File: config.mk
export PLATFORM = sky130hd
export DESIGN_NAME = axi_chan_framer_flat
export DESIGN_NICKNAME = d
export VERILOG_FILES = /design/src/rtl/axi_chan_framer_if.sv /design/src/rtl/axi_chan_framer.sv /design/src/flat_wrapper.sv
export SDC_FILE = /design/constraint.sdc
export NUM_CORES = 1
export LEC_CHECK = 0
export ABC_AREA = 0
export CORE_ASPECT_RATIO = 0.8
export CORE_MARGIN = 8
export CORE_UTILIZATION = 30
export DETAILED_ROUTE_END_ITERATION = 12
export GPL_TIMING_DRIVEN = 0
export PLACE_DENSITY_LB_ADDON = 0.08
export SLEW_MARGIN = 10
export SYNTH_ARGS = -nofsm -noshare
export SYNTH_HDL_FRONTEND = slang
export SYNTH_SLANG_ARGS = --single-unit
File: constraint.sdc
create_clock -name clk -period 3 [get_ports clk]
set_clock_uncertainty 0.2 [all_clocks]
set_input_delay 0.3 -clock clk [delete_from_list [all_inputs] [get_ports clk]]
set_output_delay 0.3 -clock clk [all_outputs]
set_load 0.01 [all_outputs]
File: src/rtl/axi_chan_framer_if.sv
// -----------------------------------------------------------------------------
// axi_chan_framer_if
//   AXI-Stream channel bundle used on both sides of the framer.
//   Signals: tvalid, tready, tdata[DATA_WIDTH], tuser[BIN_WIDTH], tlast.
//   master : drives tvalid/tdata/tuser/tlast, receives tready
//   slave  : receives tvalid/tdata, drives tready (the framer input side
//            carries no sideband, so tuser/tlast are not part of it)
// -----------------------------------------------------------------------------
interface axi_chan_framer_if #(
    parameter int DATA_WIDTH = 32,
    parameter int BIN_WIDTH  = 8
);
    logic                  tvalid;
    logic                  tready;
    logic [DATA_WIDTH-1:0] tdata;
    logic [BIN_WIDTH-1:0]  tuser;
    logic                  tlast;

    modport master (output tvalid, output tdata, output tuser, output tlast, input tready);
    modport slave  (input tvalid, input tdata, output tready);
endinterface

File: src/rtl/axi_chan_framer.sv
// -----------------------------------------------------------------------------
// axi_chan_framer
//   Cuts a continuous sample stream into frames of frame_len_m1+1 beats,
//   tagging each beat with its bin index (tuser) and marking the final beat
//   (tlast). Output register plus skid register keep tready registered.
//
//   Ports:
//     clk            single clock
//     async_reset_n  asynchronous active-low reset
//     frame_len_m1   frame length minus 1, sampled on the first beat of a frame
//     flush          early frame completion request (padding build only)
//     s_axis         input stream (slave)
//     m_axis         output stream (master): data, tuser = bin, tlast
//     frame_cnt      frames completed at the input side, wraps
//
//   Build option: define PAD_FLUSH_EN to enable flush padding. Without it the
//   flush input is ignored and the block always runs.
//
//   state | meaning
//   RUN   | accept input beats from s_axis
//   PAD   | input blocked, zero beats generated until the frame's tlast
// -----------------------------------------------------------------------------
module axi_chan_framer #(
    parameter int DATA_WIDTH = 32,
    parameter int BIN_WIDTH  = 8,
    parameter int FCNT_WIDTH = 16
) (
    input  logic                  clk,
    input  logic                  async_reset_n,
    input  logic [BIN_WIDTH-1:0]  frame_len_m1,
    input  logic                  flush,
    axi_chan_framer_if.slave      s_axis,
    axi_chan_framer_if.master     m_axis,
    output logic [FCNT_WIDTH-1:0] frame_cnt
);

`ifdef PAD_FLUSH_EN
    typedef enum logic {ST_RUN, ST_PAD} state_t;
    state_t state_q, state_d;
`endif

    logic                  room_q, room_d;
    logic [BIN_WIDTH-1:0]  bin_q, bin_d;
    logic [BIN_WIDTH-1:0]  len_q, len_d;
    logic [FCNT_WIDTH-1:0] fcnt_q, fcnt_d;

    logic                  or_valid_q, or_valid_d;
    logic [DATA_WIDTH-1:0] or_data_q, or_data_d;
    logic [BIN_WIDTH-1:0]  or_user_q, or_user_d;
    logic                  or_last_q, or_last_d;

    logic                  sr_valid_q, sr_valid_d;
    logic [DATA_WIDTH-1:0] sr_data_q, sr_data_d;
    logic [BIN_WIDTH-1:0]  sr_user_q, sr_user_d;
    logic                  sr_last_q, sr_last_d;

    logic                  accept;
    logic                  gen;
    logic                  beat_vld;
    logic [DATA_WIDTH-1:0] beat_data;
    logic                  beat_last;
    logic [BIN_WIDTH-1:0]  len_eff;

`ifdef PAD_FLUSH_EN
    assign gen            = (state_q == ST_PAD) & room_q;
    assign s_axis.tready  = room_q & (state_q == ST_RUN);
`else
    logic unused_flush;
    assign unused_flush   = flush;
    assign gen            = 1'b0;
    assign s_axis.tready  = room_q;
`endif

    assign accept    = s_axis.tvalid & s_axis.tready;
    assign beat_vld  = accept | gen;
    assign beat_data = gen ? '0 : s_axis.tdata;
    // A new frame takes its length straight from the port on its first beat.
    assign len_eff   = (bin_q == '0) ? frame_len_m1 : len_q;
    assign beat_last = (bin_q == len_eff);

    always_comb begin
        bin_d      = bin_q;
        len_d      = len_q;
        fcnt_d     = fcnt_q;
        or_valid_d = or_valid_q;
        or_data_d  = or_data_q;
        or_user_d  = or_user_q;
        or_last_d  = or_last_q;
        sr_valid_d = sr_valid_q;
        sr_data_d  = sr_data_q;
        sr_user_d  = sr_user_q;
        sr_last_d  = sr_last_q;

        if (beat_vld) begin
            if (bin_q == '0) begin
                len_d = frame_len_m1;
            end
            if (beat_last) begin
                bin_d  = '0;
                fcnt_d = fcnt_q + 1'b1;
            end else begin
                bin_d  = bin_q + 1'b1;
            end
        end

        if (!or_valid_q || m_axis.tready) begin
            if (sr_valid_q) begin
                // Input is blocked while the skid holds a beat, so no new beat
                // competes with the skid drain here.
                or_valid_d = 1'b1;
                or_data_d  = sr_data_q;
                or_user_d  = sr_user_q;
                or_last_d  = sr_last_q;
                sr_valid_d = 1'b0;
            end else if (beat_vld) begin
                or_valid_d = 1'b1;
                or_data_d  = beat_data;
                or_user_d  = bin_q;
                or_last_d  = beat_last;
            end else begin
                or_valid_d = 1'b0;
            end
        end else if (beat_vld) begin
            sr_valid_d = 1'b1;
            sr_data_d  = beat_data;
            sr_user_d  = bin_q;
            sr_last_d  = beat_last;
        end

        room_d = ~sr_valid_d;
    end

`ifdef PAD_FLUSH_EN
    always_comb begin
        state_d = state_q;
        case (state_q)
            ST_RUN: begin
                // A beat closing the frame in the flush cycle leaves nothing to pad.
                if (flush && (bin_q != '0) && (bin_d != '0)) begin
                    state_d = ST_PAD;
                end
            end
            ST_PAD: begin
                if (gen && beat_last) begin
                    state_d = ST_RUN;
                end
            end
            default: state_d = ST_RUN;
        endcase
    end

    always_ff @(posedge clk or negedge async_reset_n) begin
        if (!async_reset_n) begin
            state_q <= ST_RUN;
        end else begin
            state_q <= state_d;
        end
    end
`endif

    always_ff @(posedge clk or negedge async_reset_n) begin
        if (!async_reset_n) begin
            room_q     <= 1'b0;
            bin_q      <= '0;
            len_q      <= '0;
            fcnt_q     <= '0;
            or_valid_q <= 1'b0;
            or_data_q  <= '0;
            or_user_q  <= '0;
            or_last_q  <= 1'b0;
            sr_valid_q <= 1'b0;
            sr_data_q  <= '0;
            sr_user_q  <= '0;
            sr_last_q  <= 1'b0;
        end else begin
            room_q     <= room_d;
            bin_q      <= bin_d;
            len_q      <= len_d;
            fcnt_q     <= fcnt_d;
            or_valid_q <= or_valid_d;
            or_data_q  <= or_data_d;
            or_user_q  <= or_user_d;
            or_last_q  <= or_last_d;
            sr_valid_q <= sr_valid_d;
            sr_data_q  <= sr_data_d;
            sr_user_q  <= sr_user_d;
            sr_last_q  <= sr_last_d;
        end
    end

    assign m_axis.tvalid = or_valid_q;
    assign m_axis.tdata  = or_data_q;
    assign m_axis.tuser  = or_user_q;
    assign m_axis.tlast  = or_last_q;
    assign frame_cnt     = fcnt_q;

endmodule

File: src/flat_wrapper.sv
// flat-port wrapper written by rule: the top's interface ports become plain ports
module axi_chan_framer_flat 
#(
    parameter int DATA_WIDTH = 32,
    parameter int BIN_WIDTH  = 8,
    parameter int FCNT_WIDTH = 16
)
  (clk, async_reset_n, frame_len_m1, flush, frame_cnt, s_axis_tvalid, s_axis_tdata, s_axis_tready, m_axis_tvalid, m_axis_tdata, m_axis_tuser, m_axis_tlast, m_axis_tready);
  axi_chan_framer_if #(.DATA_WIDTH(DATA_WIDTH), .BIN_WIDTH(BIN_WIDTH)) s_axis_i ();
  axi_chan_framer_if #(.DATA_WIDTH(DATA_WIDTH), .BIN_WIDTH(BIN_WIDTH)) m_axis_i ();
  input  logic clk;
  input  logic async_reset_n;
  input  logic [BIN_WIDTH-1:0] frame_len_m1;
  input  logic flush;
  output logic [FCNT_WIDTH-1:0] frame_cnt;
  input wire logic [$bits(s_axis_i.tvalid)-1:0] s_axis_tvalid;
  input wire logic [$bits(s_axis_i.tdata)-1:0] s_axis_tdata;
  output wire logic [$bits(s_axis_i.tready)-1:0] s_axis_tready;
  output wire logic [$bits(m_axis_i.tvalid)-1:0] m_axis_tvalid;
  output wire logic [$bits(m_axis_i.tdata)-1:0] m_axis_tdata;
  output wire logic [$bits(m_axis_i.tuser)-1:0] m_axis_tuser;
  output wire logic [$bits(m_axis_i.tlast)-1:0] m_axis_tlast;
  input wire logic [$bits(m_axis_i.tready)-1:0] m_axis_tready;
  assign s_axis_i.tvalid = s_axis_tvalid;
  assign s_axis_i.tdata = s_axis_tdata;
  assign s_axis_tready = s_axis_i.tready;
  assign m_axis_tvalid = m_axis_i.tvalid;
  assign m_axis_tdata = m_axis_i.tdata;
  assign m_axis_tuser = m_axis_i.tuser;
  assign m_axis_tlast = m_axis_i.tlast;
  assign m_axis_i.tready = m_axis_tready;
  axi_chan_framer #(.DATA_WIDTH(DATA_WIDTH), .BIN_WIDTH(BIN_WIDTH), .FCNT_WIDTH(FCNT_WIDTH)) u_core (.clk(clk), .async_reset_n(async_reset_n), .frame_len_m1(frame_len_m1), .flush(flush), .s_axis(s_axis_i), .m_axis(m_axis_i), .frame_cnt(frame_cnt));
endmodule
# == Yosys cells after proc, flatten, opt, wreduce, memory -nomap -nowiden ==
# Cells that the tools add are included.
# word_totals
register_bits,117
inputBits,45
out_inout_bits,59
word_cells,37
# op_classes
add_sub_neg,2
n_eq_ne,1
n_mux,12
n_bitwise,3
reduce_logical,7
# op_table
operator,count
$mux 32,2
$mux 8,4
$add 16x1->16 const B,1
$add 8x1->8 const B,1
$eq 8x8->1,1
$logic_not 8->1,1
$mux 1,6
$reduce_and 2->1,3
$not 1->1,2
$reduce_bool 2->1,1
$and 1x1->1,1
$logic_not 1->1,1
$logic_or 1x1->1,1

# == Longest topological paths before layout ==
# logic_depth
depth_word,5
ltp_mapped,9

# == Worst setup path before layout ==
# Ideal clock, no wire load.
# synth_timing
path_type,reg2reg
startpoint,register u_core.bin_q[0]
endpoint,register u_core.fcnt_q[1] (netlist: u_core.frame_cnt[1])
setup_ps,125
t_arrival_ps,2660
required_ps,2675
path_slack_ps,15
path_stages_with_launch,9
path_buffers,0
synth_period_minus_slack_ps,2985
cell_sequence,dfrtp_1 > inv_1 > ha_1 > nor4b_4 > nand3b_2 > or4_1 > a221o_1 > nor3_2 > mux2_2
# synth_via
elab_chain_len,4
# synth_rtl
element,line,rtl
"start, declared",axi_chan_framer.sv:43,"logic [BIN_WIDTH-1:0] bin_q, bin_d;"
"start signal, assigned",axi_chan_framer.sv:177,bin_q <= bin_d;
$logic_not 8->1,axi_chan_framer.sv:78,assign len_eff = (bin_q == '0) ? frame_len_m1 : len_q;
$mux 8,axi_chan_framer.sv:78,
$eq 8x8->1 (*),axi_chan_framer.sv:79,assign beat_last = (bin_q == len_eff);
$reduce_and 2->1 (no line) (*),n/a,
"end signal, assigned",axi_chan_framer.sv:179,fcnt_q <= fcnt_d;
"end, declared",axi_chan_framer.sv:45,"logic [FCNT_WIDTH-1:0] fcnt_q, fcnt_d;"
# Mark *: on every way between the ends. The rest lies on a longest branch, timed or not.
# A chain may end at the register's enable or synchronous reset.

# == Worst setup path after layout ==
# Ends and elaborated chain as after synthesis.

==> impl_metrics.tcl <==
set metrics [dict create \
    path_buf_inv 2 \
    p_leak_nw 3.07 \
    placedCellCount 789 \
    clock_latency_ns 0.41 \
    layout.cells.most_common "dfrtp_1" \
    drc_errors 0 \
    max_cap_violations 0 \
    synth.avg_cell_area_sq_um 11.4 \
    vdd_drop_max_v 0.000367 \
    worstSetupPathType "flop to flop" \
    cp.required_ns 3.09 \
    power.density_mw_per_mm2 799 \
    yosysSeqAreaShare_pct 55.7 \
    finalCriticalPeriod_ns 2.87 \
    die_h_um 134 \
    period_share_pct 95.8 \
    dr.first_iter.drc_count 153 \
    io_pins 104 \
    layout.cells.most_common_list "dfrtp_1 (115), clkdlybuf4s50_1 (101), nor2_1 (49)" \
    status "complete, no violations" \
    fmax_mhz 348 \
    worst_slack_ns 0.126 \
    slowest_delay_ns 0.42 \
    grt_pass1_wl_um 22400 \
    grt_pass1_vias 4172 \
    clk_pin_slew_worst_paths_ns 0.05 \
    crit_path_top_delay_cell "dfrtp_2" \
    stdcell_area_sq_mm 0.00728 \
    dp_hpwl_um 9450 \
    portBuffers 102 \
    drt_wl_total_um 14000 \
    cp-start-kind "flop" \
    place_area_sq_mm 0.00659 \
    num-nets-final 640 \
    hp-class "input pin to asynchronous set/reset pin" \
    vias 3931 \
    antenna_found_initial 0 \
    clockBufferDepth 2 \
    cp-end-kind "flop" \
    synth_nets 509 \
    netlist_instances 461 \
    first_pass_iters 4 \
    arrival_ns 2.97 \
    drive_gt1_share_pct 18.0 \
    async_flop_share_pct 100 \
    critical-path-top-delay-family "simple AND/OR/NAND/NOR gates" \
    grt_usage_pct 13.1 \
    grt_max_degree 69 \
    area_growth_pct 38.4 \
    detail-route-antenna-nets 0 \
    die_w_um 164 \
    worstRegToRegCells 9 \
    wl_per_cell_um 16.9 \
    initial_utilization_pct 30.4 \
    die_area_sq_mm 0.0220 \
    core_sq_mm 0.0173 \
    ys_ff_latch 117 \
    rsz0062_at_grt "no" \
    cts_sinks 117 \
    ctsRootBufferMaster "clkbuf_16" \
    synthFlopType "dfrtp_1" \
    grt_overflow 0 \
    rows 43 \
    hold_violations 0 \
    place_ws_ns -0.479 \
    synth_area_sq_mm 0.00526 \
    stdcell_count 830 \
    worstMarginPinSlew_ns 0.878 \
    antennaDiodeCount 0 \
    cp.depth 9 \
    cp_cell_sequence "inv_4, ha_1, nor4b_4, nand3b_4, or4_4, a221o_1, buf_6, nor3_4, mux2_4" \
    relSlewSlack_pct 41.5 \
    yosys_warnings 0 \
    cts_buffers 17 \
    gp_congestion 0.758 \
    h-tree-depth 4 \
    viasPerCell 4.74 \
    path_max_fanout 4 \
    ys_types 38 \
    drv_slew 0 \
    synth_enable_flop_cells 0 \
    setup_viol 0 \
    cts_tree "done" \
]
-- worst reg2reg max path, stage by stage, from the launching register on --
cell and delay (ns):
dfrtp_2 0.42, inv_4 0.07, ha_1 0.14, nor4b_4 0.28, nand3b_4 0.13, or4_4 0.42
a221o_1 0.41, buf_6 0.15, nor3_4 0.20, mux2_4 0.32
-- flip-flops by register name, indices dropped and copies added, names as in the netlist --
name / cells
u_core.bin_q: 8
u_core.sr_data_q: 32
u_core.len_q: 8
u_core.s_axis.tready: 1
u_core.m_axis.tuser: 8
u_core.frame_cnt: 16
u_core.m_axis.tdata: 32
u_core.m_axis.tvalid: 1
u_core.sr_valid_q: 1
u_core.sr_last_q: 1
u_core.sr_user_q: 8
u_core.m_axis.tlast: 1
-- cell families (layout without fill, tap and decap cells) --
logic type	after synthesis	count (layout)	synth area share, %
muxes	88	88	17.8
and+or+nand+nor	122	122	11.9
AOI/OAI and AO/OA	71	71	7.45
buffers and inverters	40	184	3.02
adders and majority gates	3	3	0.714
xor gates and xnor gates	20	20	3.33
DFF	117	117	55.7
-- through the flow --
step	util, %	power, mW	hold slack [ns]	TNS, ns
final	42.1	5.81	0.197	0
after global routing	42.1	6.17	0.237	0
after CTS	41.7	5.84	0.217	0
after detailed placement	38.1	3.89	0.0865	-6.92
after global placement	38.0	3.85	0.261	-395.39
after floorplan	-	3.14	-0.196	0
-- report_power, final --
part | switching, mW | internal (mW) | total [mW]
Sequential | 0.273 | 2.01 | 2.28
Clock | 0.727 | 1.13 | 1.86
Combinational | 0.816 | 0.858 | 1.67
-- area by class of cell --
class | count | area [sq um]
Inverter | 10 | 40.0
Clock buffer | 22 | 484
Clock inverter | 10 | 55.1
Buffer | 29 | 124
Multi-Input combinational cell | 304 | 2230
Sequential cell | 117 | 2930
Timing Repair Buffer | 113 | 1130
Fill cell | 1678 | 9990
Tap cell | 225 | 282
-- what timing repair did --
| item | 4_1_cts | 5_1_grt |
|---|---|---|
| gates cloned | 0 | 0 |
| setup buffers | 5 | 4 |
| setup endpoints to repair | 26 | 21 |
| resized for setup | 9 | 13 |
| endpoints found under the hold margin | 49 | 0 |
| hold buffers | 1 | 0 |
| pin swaps | 2 | 4 |
-- cells in the mapped netlist (2+ instances only) --
| library cell | instances | area (sq um) |
|---|---|---|
| clkbuf_1 | 26 | 97.6 |
| dfrtp_1 | 117 | 2930 |
| xnor2_1 | 5 | 43.8 |
| buf_4 | 2 | 15.0 |
| o21ai_0 | 18 | 90.1 |
| inv_1 | 10 | 37.5 |
| nor3_1 | 15 | 75.1 |
| and4_1 | 2 | 17.5 |
| a221oi_1 | 2 | 17.5 |
| nand3_1 | 11 | 55.1 |
| mux2i_1 | 43 | 430 |
| a21oi_1 | 43 | 215 |
| ha_1 | 3 | 37.5 |
| nand2_1 | 19 | 71.3 |
| nor2_1 | 50 | 188 |
| nor4_2 | 6 | 75.1 |
| mux2_2 | 45 | 507 |
| and3_1 | 3 | 18.8 |
| xor2_1 | 15 | 131 |
| nand4_1 | 8 | 50.1 |
-- path summary, 6_finish.rpt --
| path | startpoint | end | slack [ns] |
|---|---|---|---|
| hold / removal | async_reset_n | u_core.len_q[1] | 0.20 |
| setup / recovery | u_core.bin_q[0] | u_core.frame_cnt[1] | 0.13 |
| max in group asynchronous | async_reset_n | u_core.sr_data_q[3] | 1.69 |
| hold reg to reg | u_core.frame_cnt[15] | u_core.frame_cnt[15] | 0.28 |
| min in group clk | u_core.frame_cnt[15] | u_core.frame_cnt[15] | 0.28 |
| setup reg to reg | u_core.bin_q[0] | u_core.frame_cnt[1] | 0.13 |
-- routing by layer --
| layer | vias to the layer above | share of wire (%) | track usage (%) | wire, um |
|---|---|---|---|---|
| li1 | 1878 | - | - | - |
| met1 | 1964 | 49 | 17.2 | 6810 |
| met2 | 73 | 44 | 19.5 | 6190 |
| met3 | 16 | 5.9 | 4.69 | 825 |
| met4 | 0 | 1.2 | 4.99 | 172 |
| met5 | - | 0 | 0 | 0 |
Power figures use the tool's default switching activity.
==> RTL edit 1, RTL diff (config.mk and constraints unchanged) <==
`FCNT_WIDTH` is set to 16 in 2 places; all go to 32.
--- a/src/rtl/axi_chan_framer.sv
+++ b/src/rtl/axi_chan_framer.sv
@@ -23,7 +23,7 @@
 module axi_chan_framer #(
     parameter int DATA_WIDTH = 32,
     parameter int BIN_WIDTH  = 8,
-    parameter int FCNT_WIDTH = 16
+    parameter int FCNT_WIDTH = 32
 ) (
     input  logic                  clk,
     input  logic                  async_reset_n,
--- a/src/flat_wrapper.sv
+++ b/src/flat_wrapper.sv
@@ -3,7 +3,7 @@
 #(
     parameter int DATA_WIDTH = 32,
     parameter int BIN_WIDTH  = 8,
-    parameter int FCNT_WIDTH = 16
+    parameter int FCNT_WIDTH = 32
 )
   (clk, async_reset_n, frame_len_m1, flush, frame_cnt, s_axis_tvalid, s_axis_tdata, s_axis_tready, m_axis_tvalid, m_axis_tdata, m_axis_tuser, m_axis_tlast, m_axis_tready);
   axi_chan_framer_if #(.DATA_WIDTH(DATA_WIDTH), .BIN_WIDTH(BIN_WIDTH)) s_axis_i ();
Interface: changed (resized frame_cnt); port bits go from 104 to 120. The function was not compared with the original's and may differ.
==> RTL edit 1 against the unedited design <==
Wire length increased by 9.8%. Area after synthesis increased by 12%. Synthesized cell count increased by 10%. Power decreased by 1.8%. Combinational power decreased by 26%. Setup slack improved by 0.29 ns. Design area increased by 10%. Fmax increased by 11%. Clock power increased by 10%. Sequential cell count increased by 16. Critical endpoint is now u_core.frame_cnt[4].
==> RTL edit 1: results (changes against the unedited design) <==
outcome completed (unchanged); sequential share of the synthesized area 56.6% (was 55.7%); critical path fanouts, max 10 (was 4); Slew headroom 44.9% (was 41.5%); grt met1 use 18.2% (was 17.2%); Crit path largest cell delay 0.46 ns (was 0.42 ns); Leak 3.38 nW (was 3.07 nW); dominant cells by area after synthesis dfrtp_1 57%, mux2_2 7.9%, mux2i_1 7.3% (was dfrtp_1 56%, mux2_2 9.6%, mux2i_1 8.2%); Compound-Gate Fraction of Synth Area 6.96% (was 7.45%); Port-buffer cells 118 (was 102); largest net degree at the start of global routing 76 (was 69); syn nets 555 (was 509); ANT cells 0 (unchanged); worst skew pair latency 0.41 ns (about the same); hpwl dp 11.0 mm (was 9.45 mm); Nets 697 (was 640); main flop type after synthesis dfrtp_1 (unchanged); pre-CTS setup slack -0.176 ns (was -0.479 ns); Via density 4.65 (was 4.74); Inserted Clock Buffers 17 (unchanged); Clock H-tree levels 4 (unchanged); Slowest cell on crit path dfrtp_1 (was dfrtp_2); xor and xnor area share after synthesis 5.37% (was 3.33%); Net Switching 1.61 mW (was 1.82 mW); mux cell area share after synthesis 15.2% (was 17.8%); required time of the critical path 3.09 ns (about the same); fillcell total 1814 (was 1678); Adder-Cell Fraction of Synth Area 0.639% (was 0.714%); Placed Cells 884 (was 789); CTS resizes 0 (was 9); Yosys warnings 0 (unchanged); worst r2r path cells 8 (was 9); CTS Buffer Depth 2 (unchanged); Hold Path Class in2async (unchanged); Synth Instances 507 (was 461); GP Congestion 0.759 (was 0.758); Worst-path clk slew around 0.060 ns; global-route wire length before repair 24.9 mm (was 22.4 mm); Async SR Flop Fraction 100% (unchanged); Avg WL per Cell 16.7 um (was 16.9 um); via count 4274 (was 3931); peak supply drop 0.353 mV (was 0.367 mV); Distinct cells, synth 40 (was 38); met3 Resource Use GR 3.68% (was 4.69%); vias in the first global route 4460 (was 4172); total track usage 13.2% (was 13.1%); GRT met2 Usage 19.5% (about the same); share of post-route cells with drive strength above 1 13.7% (was 18.0%); 1st-iter DRT viols 239 (was 153); most frequent cells after synthesis 133 x dfrtp_1, 51 x nor2_1, 43 x mux2i_1 (was 117 x dfrtp_1, 50 x nor2_1, 45 x mux2_2)
-- RTL edit 1: cell count changes after synthesis, sizes merged, moves of 6 or more --
cell,unedited run,this run
dfrtp,117,133
nor3,16,2
and3,3,13
xor2,15,2
and2b,0,6
nand3,11,23
xnor2,5,34
nand4,8,14
clkbuf,26,20
-- RTL edit 1: area by class of cell --
class,count,area [um2],share of cell area [%]
Buffer,25,125,1.56
Clock buffer,20,457,5.69
Clock inverter,12,129,1.61
Inverter,13,48.8,0.608
Multi-Input combinational cell,336,2370,29.6
Sequential cell,133,3330,41.5
Tap cell,258,323,4.02
Timing Repair Buffer,123,1240,15.5
-- RTL edit 1: layer usage --
layer	share of wire, %	routed length (um)
met5	0	0
met4	0.63	97
met3	6.1	937
met2	45	6920
met1	48	7410
-- RTL edit 1: cells by family after synthesis --
kind of cell	Yosys count
AOI/OAI and AO/OA	69
xor gates and xnor gates	36
adders and majority gates	3
buffers and inverters	38
DFF	133
muxes	84
and+or+nand+nor	144
-- RTL edit 1: repair_timing --
action,CTS,global route
hold buffers,1,0
endpoints found under the hold margin,58,0
setup buffers,0,3
endpoints found under the setup margin,0,29
-- RTL edit 1: final timing paths --
kind | slack [ns] | startpoint | to
max reg2reg | 0.42 | u_core.bin_q[4] | u_core.frame_cnt[4]
min reg2reg | 0.27 | u_core.frame_cnt[31] | u_core.frame_cnt[31]
max | 0.42 | u_core.bin_q[4] | u_core.frame_cnt[4]
min in group clk | 0.27 | u_core.frame_cnt[31] | u_core.frame_cnt[31]
max in group asynchronous | 1.58 | async_reset_n | u_core.frame_cnt[20]
min | 0.23 | async_reset_n | u_core.sr_data_q[1]
-- RTL edit 1: per-stage QoR --
step	cell area, um2	hold slack (ns)	utilization, %
2_1_floorplan	5880	-0.196	-
3_3_place_gp	7380	0.264	38.7
3_5_place_dp	7410	0.128	38.8
4_1_cts	8010	0.250	41.9
5_1_grt	8030	0.293	42.1
6_report	8030	0.228	42.1
-- RTL edit 1: worst max-delay path: cells and delay by family, from the launching register on --
| family | cells | cell delay [ns] |
|---|---|---|
| flops | 1 | 0.46 |
| buf+inv | 2 | 0.38 |
| xor+xnor | 1 | 0.14 |
| compound gates | 1 | 0.34 |
| simple gates | 4 | 0.94 |
-- RTL edit 1: power by group through the flow --
stage	registers [mW]	logic, mW	clock network, mW
final	2.42	1.24	2.05
after global routing	2.47	1.38	2.21
after CTS	2.42	1.27	2.12
after detailed placement	2.45	1.27	0
after global placement	2.44	1.25	0
after floorplan	2.46	0.577	0
==> RTL edit 2, RTL diff (same settings) <==
Made on the original files. Register the output `frame_cnt` once more, cleared by the reset; this adds one clock of latency there. The other outputs are not delayed to match.
--- a/src/rtl/axi_chan_framer.sv
+++ b/src/rtl/axi_chan_framer.sv
@@ -192,7 +192,13 @@
     assign m_axis.tdata  = or_data_q;
     assign m_axis.tuser  = or_user_q;
     assign m_axis.tlast  = or_last_q;
-    assign frame_cnt     = fcnt_q;
+    always_ff @(posedge clk or negedge async_reset_n) begin
+        if (!async_reset_n) begin
+            frame_cnt <= '0;
+        end else begin
+            frame_cnt <= fcnt_q;
+        end
+    end
 
 endmodule
 
Check against the original RTL: not equivalent (Yosys sat finds a counterexample within 4 cycles, from zero or initial values and one cycle with async_reset_n low).
==> RTL edit 2 against the unedited design <==
Setup slack improved by 0.038 ns. Area after synthesis rose by 6.1%. Power fell by 0.80%. Design area rose by 4.0%. Die area rose by 5.4%. Cell count fell by 0.24%. Non-clock buffer count fell by 7. Fmax rose by 1.4%. Sequential cell count rose by 16. Wire length fell by 2.1%. Critical path depth did not move. Sequential share of layout area rose by 3.8 points. Critical path type unchanged.
==> RTL edit 2: results (changes against the unedited design) <==
main flop type after synthesis dfrtp_1 (unchanged); share of post-route cells with drive strength above 1 16.1% (was 18.0%); Nets 633 (was 640); Port-buffer cells 102 (unchanged); hpwl dp 9.51 mm (was 9.45 mm); Slew headroom 45.0% (was 41.5%); Worst Hold Depth 0; initial antenna violation count 0 (unchanged); Yosys warnings 0 (unchanged); Hold Path Class reg2reg (was in2async); dominant cells by area after synthesis dfrtp_1 60%, mux2_2 9.1%, mux2i_1 7.7% (was dfrtp_1 56%, mux2_2 9.6%, mux2i_1 8.2%); Worst-path clk slew 0.06 ns; drt total wl 13.7 mm (was 14.0 mm); Pre-Repair DR Iteration Count 6 (was 4); Via density 4.66 (was 4.74); ANT cells 0 (unchanged); syn nets 506 (was 509); WHS 0.199 ns (was 0.197 ns); sequential share of the synthesized area 59.7% (was 55.7%); vias in the first global route 4161 (was 4172); total track usage 12.3% (was 13.1%); CTS root buf clkbuf_16 (unchanged); critical path fanouts, max 10 (was 4); GP Congestion 0.726 (was 0.758); 1st-iter DRT viols 212 (was 153); pre-CTS setup slack -0.0114 ns (was -0.479 ns); peak supply drop 0.393 mV (was 0.367 mV); Slowest cell on crit path or4_4 (was dfrtp_2); largest net degree at the start of global routing 70 (was 69); Distinct cells, synth 39 (was 38); Crit path largest cell delay 0.57 ns (was 0.42 ns); Clock H-tree levels 4 (unchanged); flop-to-flop setup slack 0.16 ns (was 0.13 ns); final setup vio count 0 (unchanged); CTS Buffer Depth 2 (unchanged); Inserted Clock Buffers 17 (unchanged); global-route wire length before repair 22.3 mm (was 22.4 mm); worst skew pair latency 0.41 ns (about the same); Async SR Flop Fraction 100% (unchanged); crit path DAT 2.93 ns (was 2.97 ns); Tmin final 2.84 ns (was 2.87 ns); outcome completed (unchanged); worst r2r path cells 9 (unchanged); most frequent cells after synthesis 133 x dfrtp_1, 49 x nor2_1, 45 x mux2_2 (was 117 x dfrtp_1, 50 x nor2_1, 45 x mux2_2); Leak 3.21 nW (was 3.07 nW)
[RTL edit 2: cell count changes after synthesis, moves of 3 or more]
cell / before / now
dfrtp_1: 117 / 133
nor3_1: 15 / 3
xnor2_1: 5 / 13
xor2_1: 15 / 7
clkbuf_1: 26 / 20
nor4_2: 6 / 0
o21ai_0: 18 / 13
buf_6: 0 / 3
nand3_1: 11 / 8
[RTL edit 2: layer usage]
metal	vias up	global-route usage (%)	share of wire, %
met1	1909	16.0	48
met2	79	18.9	45
li1	1860	-	-
met5	-	0	0
met3	14	3.73	5.1
met4	0	4.70	1.4
[RTL edit 2: metrics by stage]
stage / cells / power (mW) / cell area [um2]
6_report: 828 / 5.77 / 7570
5_1_grt: 828 / 6.08 / 7570
4_1_cts: 826 / 5.85 / 7550
3_5_place_dp: 791 / 3.68 / 6910
3_3_place_gp: 790 / 3.65 / 6890
2_1_floorplan: 458 / 3.02 / 5580
[RTL edit 2: path summary, 6_finish.rpt]
kind / startpoint / endpoint
worst max-delay path: u_core.bin_q[1] / u_core.fcnt_q[11]
min in group asynchronous: async_reset_n / u_core.len_q[4]
max in group asynchronous: async_reset_n / u_core.sr_data_q[3]
worst min register to register: u_core.fcnt_q[15] / u_core.frame_cnt[15]
worst min-delay path: u_core.fcnt_q[15] / u_core.frame_cnt[15]
worst max register to register: u_core.bin_q[1] / u_core.fcnt_q[11]
[RTL edit 2: final cells by class]
type,instances,area (um2)
clock buffer,19,453
multi-input combinational,289,2090
inverter,9,33.8
tap,230,288
timing repair buffer,108,1090
clock inverter,13,156
fill,1734,10600
sequential,133,3330
buffer,27,128
[RTL edit 2: critical path, delay by kind of cell, from the launching register on]
kind	cells	cell delay (ns)
adders and majority gates	1	0.19
AOI/OAI and AO/OA	1	0.34
buffers and inverters	3	0.46
DFF	1	0.42
and+or+nand+nor	3	0.93
xor gates and xnor gates	1	0.17
[RTL edit 2: cell families (layout without fill, tap and decap cells)]
logic type / count (synthesis) / count (layout) / share of synthesized area (%)
flops: 133 / 133 / 59.7
compound gates: 66 / 66 / 6.82
mux: 89 / 89 / 17.1
fa+ha+maj: 3 / 3 / 0.673
buf+inv: 36 / 176 / 2.89
xor+xnor: 20 / 20 / 3.14
simple gates: 111 / 111 / 9.72
[RTL edit 2: repair_timing]
| item | 4_1_cts | 5_1_grt |
|---|---|---|
| pin swaps | 1 | 2 |
| endpoints found under the hold margin | 68 | 0 |
| hold buffers | 1 | 0 |
| gates resized for setup | 0 | 2 |
| setup endpoints to repair | 1 | 15 |
| setup buffers | 2 | 2 |
[RTL edit 2: power breakdown]
part	switching [mW]	total [mW]	internal (mW)
combinational	0.589	1.26	0.670
clock	0.786	2.13	1.35
sequential	0.214	2.37	2.16
